`src/rtl/hci_core_cmd_issuer_pkg.sv`:
```
// Shared types for the command issuer: streamer handshake structs, the
// address-generator command word and the issuer FSM state encoding.
package hci_core_cmd_issuer_pkg;

  localparam int unsigned HCI_ADDRGEN_W = 226;

  typedef struct packed {
    logic [31:0] base_addr;
    logic [31:0] tot_len;
    logic [31:0] d0_len;
    logic [31:0] d0_stride;
    logic [31:0] d1_len;
    logic [31:0] d1_stride;
    logic [31:0] d2_stride;
    logic [1:0]  dim_enable_1h;
  } ctrl_addressgen_v3_t;

  typedef struct packed {
    logic                req_start;
    ctrl_addressgen_v3_t addressgen_ctrl;
  } hci_streamer_ctrl_t;

  typedef struct packed {
    logic ready_start;
    logic done;
  } hci_streamer_flags_t;

  typedef enum logic [1:0] {
    IDLE  = 2'd0,
    ISSUE = 2'd1,
    DRAIN = 2'd2,
    DONE  = 2'd3
  } hci_cmd_issuer_state_e;

endpackage

```
`src/rtl/hci_core_outstanding_cnt.sv`:
```
// Saturating up/down counter of commands accepted downstream but not yet
// completed; flags an underflow when a completion arrives with nothing pending.
module hci_core_outstanding_cnt
  import hci_core_cmd_issuer_pkg::*;
#(
  parameter  int unsigned MAX_CNT = 2,
  localparam int unsigned CW      = $clog2(MAX_CNT + 1)
) (
  input  logic          clk_i,
  input  logic          rst_i,
  input  logic          clear_i,
  input  logic          inc_i,
  input  logic          dec_i,
  output logic [CW-1:0] cnt_o,
  output logic          full_o,
  output logic          empty_o,
  output logic          underflow_o
);

  logic [CW-1:0] cnt_q;

  always_comb begin
    full_o      = (cnt_q == CW'(MAX_CNT));
    empty_o     = (cnt_q == '0);
    underflow_o = dec_i & ~inc_i & empty_o;
    cnt_o       = cnt_q;
  end

  // Simultaneous inc and dec cancel; ends are clamped so the count never wraps.
  always_ff @(posedge clk_i or posedge rst_i) begin
    if (rst_i) begin
      cnt_q <= '0;
    end else if (clear_i) begin
      cnt_q <= '0;
    end else if (inc_i & ~dec_i & ~full_o) begin
      cnt_q <= cnt_q + CW'(1);
    end else if (dec_i & ~inc_i & ~empty_o) begin
      cnt_q <= cnt_q - CW'(1);
    end
  end

endmodule

```
`src/rtl/hci_core_cmd_issuer.sv`:
```
// Replays a small programmed table of address-generator commands toward a
// streamer command queue, REPEAT times, and reports run completion.
//
// state | meaning
// IDLE  | table programmable, waiting for start_i
// ISSUE | presenting table[idx], req_start while below outstanding cap
// DRAIN | all commands issued, waiting for outstanding to reach 0
// DONE  | one-cycle done_o pulse, back to IDLE
module hci_core_cmd_issuer
  import hci_core_cmd_issuer_pkg::*;
#(
  parameter  int unsigned NB_CMD          = 4,
  parameter  int unsigned MAX_OUTSTANDING = 2,
  parameter  int unsigned REPEAT_W        = 16,
  localparam int unsigned IW              = (NB_CMD > 1) ? $clog2(NB_CMD) : 1,
  localparam int unsigned OW              = $clog2(MAX_OUTSTANDING + 1)
) (
  input  logic                clk_i,
  input  logic                rst_i,
  input  logic                clear_i,
  input  logic                prog_valid_i,
  output logic                prog_ready_o,
  input  ctrl_addressgen_v3_t prog_ctrl_i,
  input  logic                start_i,
  input  logic [REPEAT_W-1:0] repeat_i,
  output hci_streamer_ctrl_t  ctrl_o,
  input  hci_streamer_flags_t flags_i,
  input  logic                stream_done_i,
  output logic                busy_o,
  output logic                done_o,
  output logic [IW:0]         cmd_cnt_o,
  output logic                err_o
);

  hci_cmd_issuer_state_e state_q, state_d;

  ctrl_addressgen_v3_t table_q [NB_CMD];
  ctrl_addressgen_v3_t cmd_q;
  ctrl_addressgen_v3_t first_cmd;
  logic [IW:0]         cmd_cnt_q;
  logic [IW:0]         eff_cnt;
  logic [IW-1:0]       idx_q;
  logic [IW-1:0]       idx_nxt;
  logic [REPEAT_W-1:0] iter_q;
  logic                err_q;

  logic          prog_fire;
  logic          start_go;
  logic          req_start;
  logic          accept;
  logic          last_idx;
  logic          last_pass;
  logic          out_full;
  logic          out_empty;
  logic          out_underflow;
  logic [OW-1:0] outstanding;
  logic          unused_flags_done;

  assign unused_flags_done = flags_i.done;

  hci_core_outstanding_cnt #(
    .MAX_CNT (MAX_OUTSTANDING)
  ) u_outstanding_cnt (
    .clk_i       (clk_i),
    .rst_i       (rst_i),
    .clear_i     (clear_i),
    .inc_i       (accept),
    .dec_i       (stream_done_i),
    .cnt_o       (outstanding),
    .full_o      (out_full),
    .empty_o     (out_empty),
    .underflow_o (out_underflow)
  );

  always_comb begin
    prog_ready_o = (state_q == IDLE) && (cmd_cnt_q < (IW + 1)'(NB_CMD));
    prog_fire    = prog_valid_i & prog_ready_o;
    // A write landing in the start cycle counts toward the run.
    eff_cnt      = cmd_cnt_q + {{IW{1'b0}}, prog_fire};
    start_go     = (state_q == IDLE) & start_i;
    req_start    = (state_q == ISSUE) & ~out_full;
    accept       = req_start & flags_i.ready_start;
    last_idx     = ({1'b0, idx_q} == (cmd_cnt_q - (IW + 1)'(1)));
    last_pass    = (iter_q == REPEAT_W'(1));
    idx_nxt      = last_idx ? '0 : idx_q + IW'(1);
    first_cmd    = (cmd_cnt_q == '0) ? prog_ctrl_i : table_q[0];
  end

  always_comb begin
    state_d = state_q;
    done_o  = 1'b0;
    case (state_q)
      IDLE: begin
        if (start_i) begin
          state_d = (eff_cnt == '0) ? DONE : ISSUE;
        end
      end
      ISSUE: begin
        if (accept && last_idx && last_pass) begin
          state_d = DRAIN;
        end
      end
      DRAIN: begin
        if (out_empty) begin
          state_d = DONE;
        end
      end
      DONE: begin
        done_o  = 1'b1;
        state_d = IDLE;
      end
      default: state_d = IDLE;
    endcase
  end

  always_ff @(posedge clk_i or posedge rst_i) begin
    if (rst_i) begin
      state_q <= IDLE;
    end else if (clear_i) begin
      state_q <= IDLE;
    end else begin
      state_q <= state_d;
    end
  end

  always_ff @(posedge clk_i or posedge rst_i) begin
    if (rst_i) begin
      for (int i = 0; i < NB_CMD; i++) table_q[i] <= '0;
      cmd_cnt_q <= '0;
    end else if (clear_i) begin
      for (int i = 0; i < NB_CMD; i++) table_q[i] <= '0;
      cmd_cnt_q <= '0;
    end else if (prog_fire) begin
      table_q[cmd_cnt_q[IW-1:0]] <= prog_ctrl_i;
      cmd_cnt_q                  <= cmd_cnt_q + (IW + 1)'(1);
    end
  end

  // cmd_q is preloaded with the next entry so the presented command is a
  // plain register and stays stable while the queue back-pressures.
  always_ff @(posedge clk_i or posedge rst_i) begin
    if (rst_i) begin
      idx_q  <= '0;
      iter_q <= '0;
      cmd_q  <= '0;
    end else if (clear_i) begin
      idx_q  <= '0;
      iter_q <= '0;
      cmd_q  <= '0;
    end else if (start_go && (eff_cnt != '0)) begin
      idx_q  <= '0;
      iter_q <= (repeat_i == '0) ? REPEAT_W'(1) : repeat_i;
      cmd_q  <= first_cmd;
    end else if (accept) begin
      idx_q <= idx_nxt;
      if (last_idx) begin
        iter_q <= iter_q - REPEAT_W'(1);
      end
      cmd_q <= (last_idx && last_pass) ? '0 : table_q[idx_nxt];
    end
  end

  always_ff @(posedge clk_i or posedge rst_i) begin
    if (rst_i) begin
      err_q <= 1'b0;
    end else if (clear_i) begin
      err_q <= 1'b0;
    end else if (out_underflow) begin
      err_q <= 1'b1;
    end
  end

  assign ctrl_o.req_start       = req_start;
  assign ctrl_o.addressgen_ctrl = cmd_q;
  assign busy_o                 = (state_q != IDLE);
  assign cmd_cnt_o              = cmd_cnt_q;
  assign err_o                  = err_q;

endmodule

```
`config.mk`:
```
export PLATFORM = sky130hd
export DESIGN_NAME = hci_core_cmd_issuer
export DESIGN_NICKNAME = d
export VERILOG_FILES = /design/src/rtl/hci_core_cmd_issuer_pkg.sv /design/src/rtl/hci_core_outstanding_cnt.sv /design/src/rtl/hci_core_cmd_issuer.sv
export SDC_FILE = /design/constraint.sdc
export NUM_CORES = 2
export LEC_CHECK = 0
export ABC_AREA = 1
export BUFFER_PORTS_ARGS = -buffer_cell sky130_fd_sc_hd__buf_2
export CORE_ASPECT_RATIO = 1.2
export CORE_MARGIN = 4
export CORE_UTILIZATION = 34
export CTS_CLUSTER_DIAMETER = 30
export DETAILED_ROUTE_END_ITERATION = 8
export MAX_ROUTING_LAYER = met4
export SLEW_MARGIN = 40
export SYNTH_ARGS = -nofsm -noshare
export SYNTH_HDL_FRONTEND = slang
export SYNTH_SLANG_ARGS = --single-unit
```
`constraint.sdc`:
```
create_clock -name clk_i -period 39.2 [get_ports clk_i]
set_input_delay 1.96 -clock clk_i [delete_from_list [all_inputs] [get_ports clk_i]]
set_output_delay 1.96 -clock clk_i [all_outputs]
set_load 0.01 [all_outputs]
```
[Word level (Yosys, flattened, before mapping)]
Cells that the tools add are included.
Storage, ports and cells
  input bits: 250
  output and inout bits: 234
  flip-flop bits (word level): 1156
  word-level logic and storage cells: 137
Cells by class
  bitwise operators: 15
  equal/unequal tests: 9
  muxes and demuxes: 36
  magnitude comparators: 4
  add/subtract/negate cells: 7
  reduce and logical (&&, ||, !) cells: 20
Operators with widths (number)
  226-bit two-way mux: 8
  904-bit two-way mux: 2
  904-bit bitwise mux: 1
  226-bit binary-select mux with 2-bit select: 1
  226-bit demux with 2-bit select: 1
  16-bit two-way mux: 5
  2-bit two-way mux: 12
  16-bit by 1-bit == test with 1-bit output, second input constant: 1
  16-bit logical NOT: 1
  16-bit by 1-bit subtractor with 16-bit output, second input constant: 1
  3-bit nonzero test: 4
  1-bit bitwise AND: 9
  2-bit case mux with 4 select lines: 1
  2-bit == test, second input constant: 3
  3-bit greater-or-equal comparator, second input constant: 2
  1-bit logical AND: 6
  3-bit logical NOT: 2
  3-bit two-way mux: 2
  3-bit by 2-bit inequality test with 1-bit output, second input constant: 2
  2-bit NOT with 3-bit output: 2
  2-bit nonzero test: 3
  2-bit by 1-bit adder with 2-bit output, second input constant: 2
  2-bit logical NOT: 2
  1-bit NOT: 4
  12 further kinds: 14

[Longest topological paths before layout]
  word-level depth: 11
  gate-level depth with buffers: 20
  mapped depth without buffers: 19

[Modules after synthesis]
From an unflattened synthesis, not the netlist that was laid out.
Second synthesis, totals
  cells, all modules: 7293
  area total of the unflattened synthesis: 56714.4 um^2
Modules (own cells, without submodules)
  hci_core_cmd_issuer: times used 1, area each 56528.0 um^2, seq. area each 28877.7 um^2, cells an instance 7261
  hci_core_outstanding_cnt: times used 1, area each 186.4 um^2, seq. area each 50.0 um^2, cells an instance 32

[Worst setup path after synthesis]
OpenSTA, ideal clock, no wires.
  kind: in2reg
  start point: in prog_valid_i
  end point: reg cmd_q, in the netlist ctrl_o[106]
  arrival: 3.677 ns
  setup slack: 35.458 ns
  buffers on the path: 2
  stages on the path: 15
  library setup time: 0.065 ns
  data required time: 39.135 ns
  path through: nand2_1 > inv_2 > ha_1 > ha_1 > a21oi_1 > nand2_1 > nand2_4 > inv_2 > nor2_4 > buf_4 > buf_2 > nand3_1 > nand2_1 > nand2_1 > nand2_1
On the way
  word-level cells in the longest chain between the ends: 6
  elaborated cells between the ends (all ways): 7
  classes of those cells: add/sub (1); mux (2); bitwise (1); reduce/logical (3)
RTL lines
  start, declared: RTL line hci_core_cmd_issuer.sv:21  | input logic prog_valid_i,
  1-bit bitwise AND (*): RTL line hci_core_cmd_issuer.sv:77  | prog_fire = prog_valid_i & prog_ready_o;
  3-bit by 1-bit adder with 3-bit output (*): RTL line hci_core_cmd_issuer.sv:79  | eff_cnt = cmd_cnt_q + {{IW{1'b0}}, prog_fire};
  3-bit nonzero test (*): RTL line hci_core_cmd_issuer.sv:150  | end else if (start_go && (eff_cnt != '0)) begin
  1-bit logical AND (*): RTL line hci_core_cmd_issuer.sv:150
  226-bit two-way mux: RTL line hci_core_cmd_issuer.sv:150
  226-bit two-way mux: RTL line hci_core_cmd_issuer.sv:146  | end else if (clear_i) begin
  end signal, assigned: RTL line hci_core_cmd_issuer.sv:153  | cmd_q <= first_cmd;
  end signal, assigned: RTL line hci_core_cmd_issuer.sv:159  | cmd_q <= (last_idx && last_pass) ? '0 : table_q[idx_nxt];
  end, declared: RTL line hci_core_cmd_issuer.sv:38  | ctrl_addressgen_v3_t cmd_q;
Every way passes the cells marked *; elsewhere a longest branch is shown, timed or not.
A chain may end at the register's enable or synchronous reset.

[Worst setup path in the final report]
  start point: reg idx_q[0]
  end point: reg cmd_q, in the netlist ctrl_o[147]
On the way
  word-level cells in the longest chain between the ends: 10
  elaborated cells between the ends (all ways): 12
  classes of those cells: add/sub (1); eq/ne (1); mux (8); bitwise (1); reduce/logical (1)
RTL lines
  start, declared: RTL line hci_core_cmd_issuer.sv:42  | logic [IW-1:0] idx_q;
  start signal, assigned: RTL line hci_core_cmd_issuer.sv:155  | idx_q <= idx_nxt;
  2-bit by 1-bit adder with 2-bit output / 2-bit by 3-bit == test with 1-bit output (equally long branches): RTL line hci_core_cmd_issuer.sv:85, hci_core_cmd_issuer.sv:83
  2-bit two-way mux: RTL line hci_core_cmd_issuer.sv:85  | idx_nxt = last_idx ? '0 : idx_q + IW'(1);
  2-bit NOT with 3-bit output (implied by the code): RTL line hci_core_cmd_issuer.sv:159
  226-bit binary-select mux with 2-bit select: RTL line hci_core_cmd_issuer.sv:159
  226-bit two-way mux (implied by the code) (2 in a row): RTL line hci_core_cmd_issuer.sv:159
  226-bit two-way mux (*): RTL line hci_core_cmd_issuer.sv:159
  226-bit two-way mux (*): RTL line hci_core_cmd_issuer.sv:154  | end else if (accept) begin
  226-bit two-way mux (*): RTL line hci_core_cmd_issuer.sv:150
  226-bit two-way mux (*): RTL line hci_core_cmd_issuer.sv:146
Every way passes the cells marked *; elsewhere a longest branch is shown, timed or not. The select of a mux whose other input is x is not followed.

==> out/qor.yml <==
path_max_fanout: 115
r2r_slack_ns: 33.25
clkLatencyLatePin_ns: 0.89
overflow: 0
synth_edf_count: 0
combinationalPowerShare_pct: 27.6
crit_path_frequent_cell: "nand2_1"
core-area_um2: 166000
finalHoldViolCount: 0
max_freq_mhz: 168
yosysTopAreaCellShare_pct: 50.9
final_common_cell: "nand2_1"
ys_types: 32
gp_congestion: 0.846
syn_avg_cell_area_um2: 7.70
postSynthCellCount: 7384
fin_crit_ns: 5.95
final_util_pct: 42.5
grt_pass1_wl_um: 317000
antenna_found_initial: 26
ff_latch_area_um2: 28900
required_ns: 39.95
drtAntennaViolNets: 0
holdWs_ns: 0.472
cts_root_buffer: "clkbuf_16"
status: "completed"
placed_cell_area_um2: 60600
critPathMaxStageDelay_ns: 0.91
max-slew-margin-rel_pct: 40.2
worstRegToRegCells: 14
num_rows: 164
cts_tree: "yes"
cp.arrival_ns: 6.70
start_util_pct: 34.2
start_kind: "flop"
finalSetupViolations: 0
drc: 0
rsz0062_at_grt: "no"
switching_share_pct: 35.1
synth_area_leaders: "dfrtp_1 (51%), nand2_1 (16%), nand3_1 (12%)"
power.share.sequential_pct: 27.3
post-dp-hpwl_um: 110000
multi_input_area_um2: 23200
cts_made_buffers: 296
crit_chain: "inv_16 > nand2_1 > nand2_1 > nand2_8 > buf_4 > nand2_8 > buf_16 > inv_12 > buf_4 > nand2_1 > nand3_1 > nand2_1 > nand2_1 > nand2_1"
p_per_area_nw_per_um2: 76.7
fin_area_um2: 70800
reg2reg_to: "ctrl_o[147]$_DFFE_PP0P_"
endpoint: "ctrl_o[147]$_DFFE_PP0P_"
p_leak_nw: 34.5
drive_above_1_share_pct: 13.8
cap_violations: 0
clock_path_buffers: 4
fin_setup_tns_ns: 0
io_buffer_count: 482
p_total_mw: 5.43
pin_count: 484
fin_crit_sh_pct: 15.2
yosysWarnings: 0
mostFrequentLayoutCells: "nand2_1 (2393), nand3_1 (1389), dfrtp_1 (1155), o21ai_0 (624), inv_1 (556)"
ys.flop_type: "dfrtp_1"
synth_largest_area_cell: "dfrtp_1"
cts_setup_buffers: 0
fillCellCount: 16500
worst_slack_ns: 33.25
cp_slowest_cell: "dfrtp_4"
cts-resized-gates: 0
critPathLaunch: "idx_q[0]$_DFFE_PP0P_"
power_frac_clock_pct: 45.1
die_h_um: 456
dp.cells: 9582
critPathBufInv: 5
dr.pass1.iters: 6
seq_area_frac_synth_pct: 50.9
cts_sinks: 1156
slew_viol_final: 0
path_clk_slew_ns: 0.05
ir_drop_mv: 0.0405
reg2reg_from: "idx_q[0]$_DFFE_PP0P_"
drt_iter0_drc: 5091
cts_hold_buf: 0
nNetsFinal: 7906
path_delay_family: "buffers and inverters"
grt_max_degree: 179
crit_type: "reg -> reg"
crit_path_end_kind: "flop"
area_growth_pct: 24.6
synth_seq_cells: 1156
worst_hold_path_type: "reg -> reg"
htree_levels: 5
path_depth: 14
die_w_um: 381
p_sw_mw: 1.91
via_per_inst: 5.40
die_area_um2: 174000
worstMarginPinSlew_ns: 0.897
syn-cell-area_um2: 56800
syn-num-nets: 7648
min_from: "ctrl_o[6]$_DFFE_PP0P_"
clock_skew_ns: 0.0552
vias: 54600
p_int_mw: 3.53
grt_usage_pct: 23.3
final_cell_count_no_fill: 10100
whs_path_depth: 2
routed_wl_um: 203000
synth-async-reset-ratio_pct: 100
dp_slack_ns: 32.82
grt_pass1_vias: 54100
routedWlPerCell_um: 20.1
[area by class of cell]
class                           count  area share (%)
Clock inverter                    120            2.31
Sequential cell                  1156            40.9
Multi-Input combinational cell   5047            32.8
Clock buffer                      385            11.9
Antenna cell                       19          0.0672
Inverter                          565            3.08
Tap cell                         2241            3.96
Timing Repair Buffer              576            5.03
[metal layers]
metal,GRT usage (%),vias to the layer above,wire length (µm)
met3,4.12,414,14800
met5,-,-,0
met2,36.4,2474,94700
li1,-,25000,-
met1,30.2,26700,86000
met4,9.41,0,7230
[worst reg2reg max path, stage by stage (launching register included)]
cell and delay [ns]:
dfrtp_4 0.91, inv_16 0.30, nand2_1 0.17, nand2_1 0.14, nand2_8 0.55, buf_4 0.79
nand2_8 0.56, buf_16 0.39, inv_12 0.60, buf_4 0.82, nand2_1 0.18, nand3_1 0.11
nand2_1 0.06, nand2_1 0.16, nand2_1 0.07
[logic make-up (layout without fill, tap and decap cells)]
kind of cell,count (synthesis),after routing,share of synthesized area [%]
multiplexers,1,1,0.0176
other,0,19,0
AO/OA/AOI/OAI,1172,1172,11.5
flip-flops,1156,1156,50.9
XOR/XNOR,4,4,0.0616
AND/OR/NAND/NOR,3856,3856,28.7
buffers and inverters,1181,1646,8.49
adder cells (fa/ha/maj),14,14,0.308
[cells in the mapped netlist, types with 4 or more instances]
library cell     n
inv_2            5
nand2_2          6
a22oi_1         10
inv_1          557
buf_1           65
dfrtp_1       1156
xor2_1           4
nand2_1       2398
a21oi_1          5
nor2_1          42
nand4_1          5
nand3_1       1389
buf_2          208
clkbuf_1       309
ha_1            14
nor2_2           5
o21ai_0        624
o22ai_1        525
buf_4           34
[sequential cells by signal (all words and copies together) (netlist names)]
signal,count
cmd_cnt_o,3
u_outstanding_cnt.cnt_o,2
state_q,2
err_o,1
table_q,904
ctrl_o,226
iter_q,16
idx_q,2
[power by group through the flow]
stage	combinational, mW	clock (mW)	sequential [mW]
after floorplan	0.935	0	1.52
after global placement	1.46	0	1.49
after detailed placement	1.48	0	1.49
after CTS	1.49	2.48	1.48
after global routing	1.66	2.55	1.50
final	1.50	2.45	1.48
[worst min-delay path by stage]
| stage | end | slack (ns) |
|---|---|---|
| finish | ctrl_o[6]$_DFFE_PP0P_ | 0.47 |
| global route | ctrl_o[181]$_DFFE_PP0P_ | 0.48 |
| CTS | ctrl_o[183]$_DFFE_PP0P_ | 0.47 |
| detailed placement | ctrl_o[82]$_DFFE_PP0P_ | 0.46 |
| global placement | ctrl_o[180]$_DFFE_PP0P_ | 0.46 |
| floorplan | table_q[229]$_DFFE_PP0P_ | 0.48 |
(Power assumes the default switching activity.)
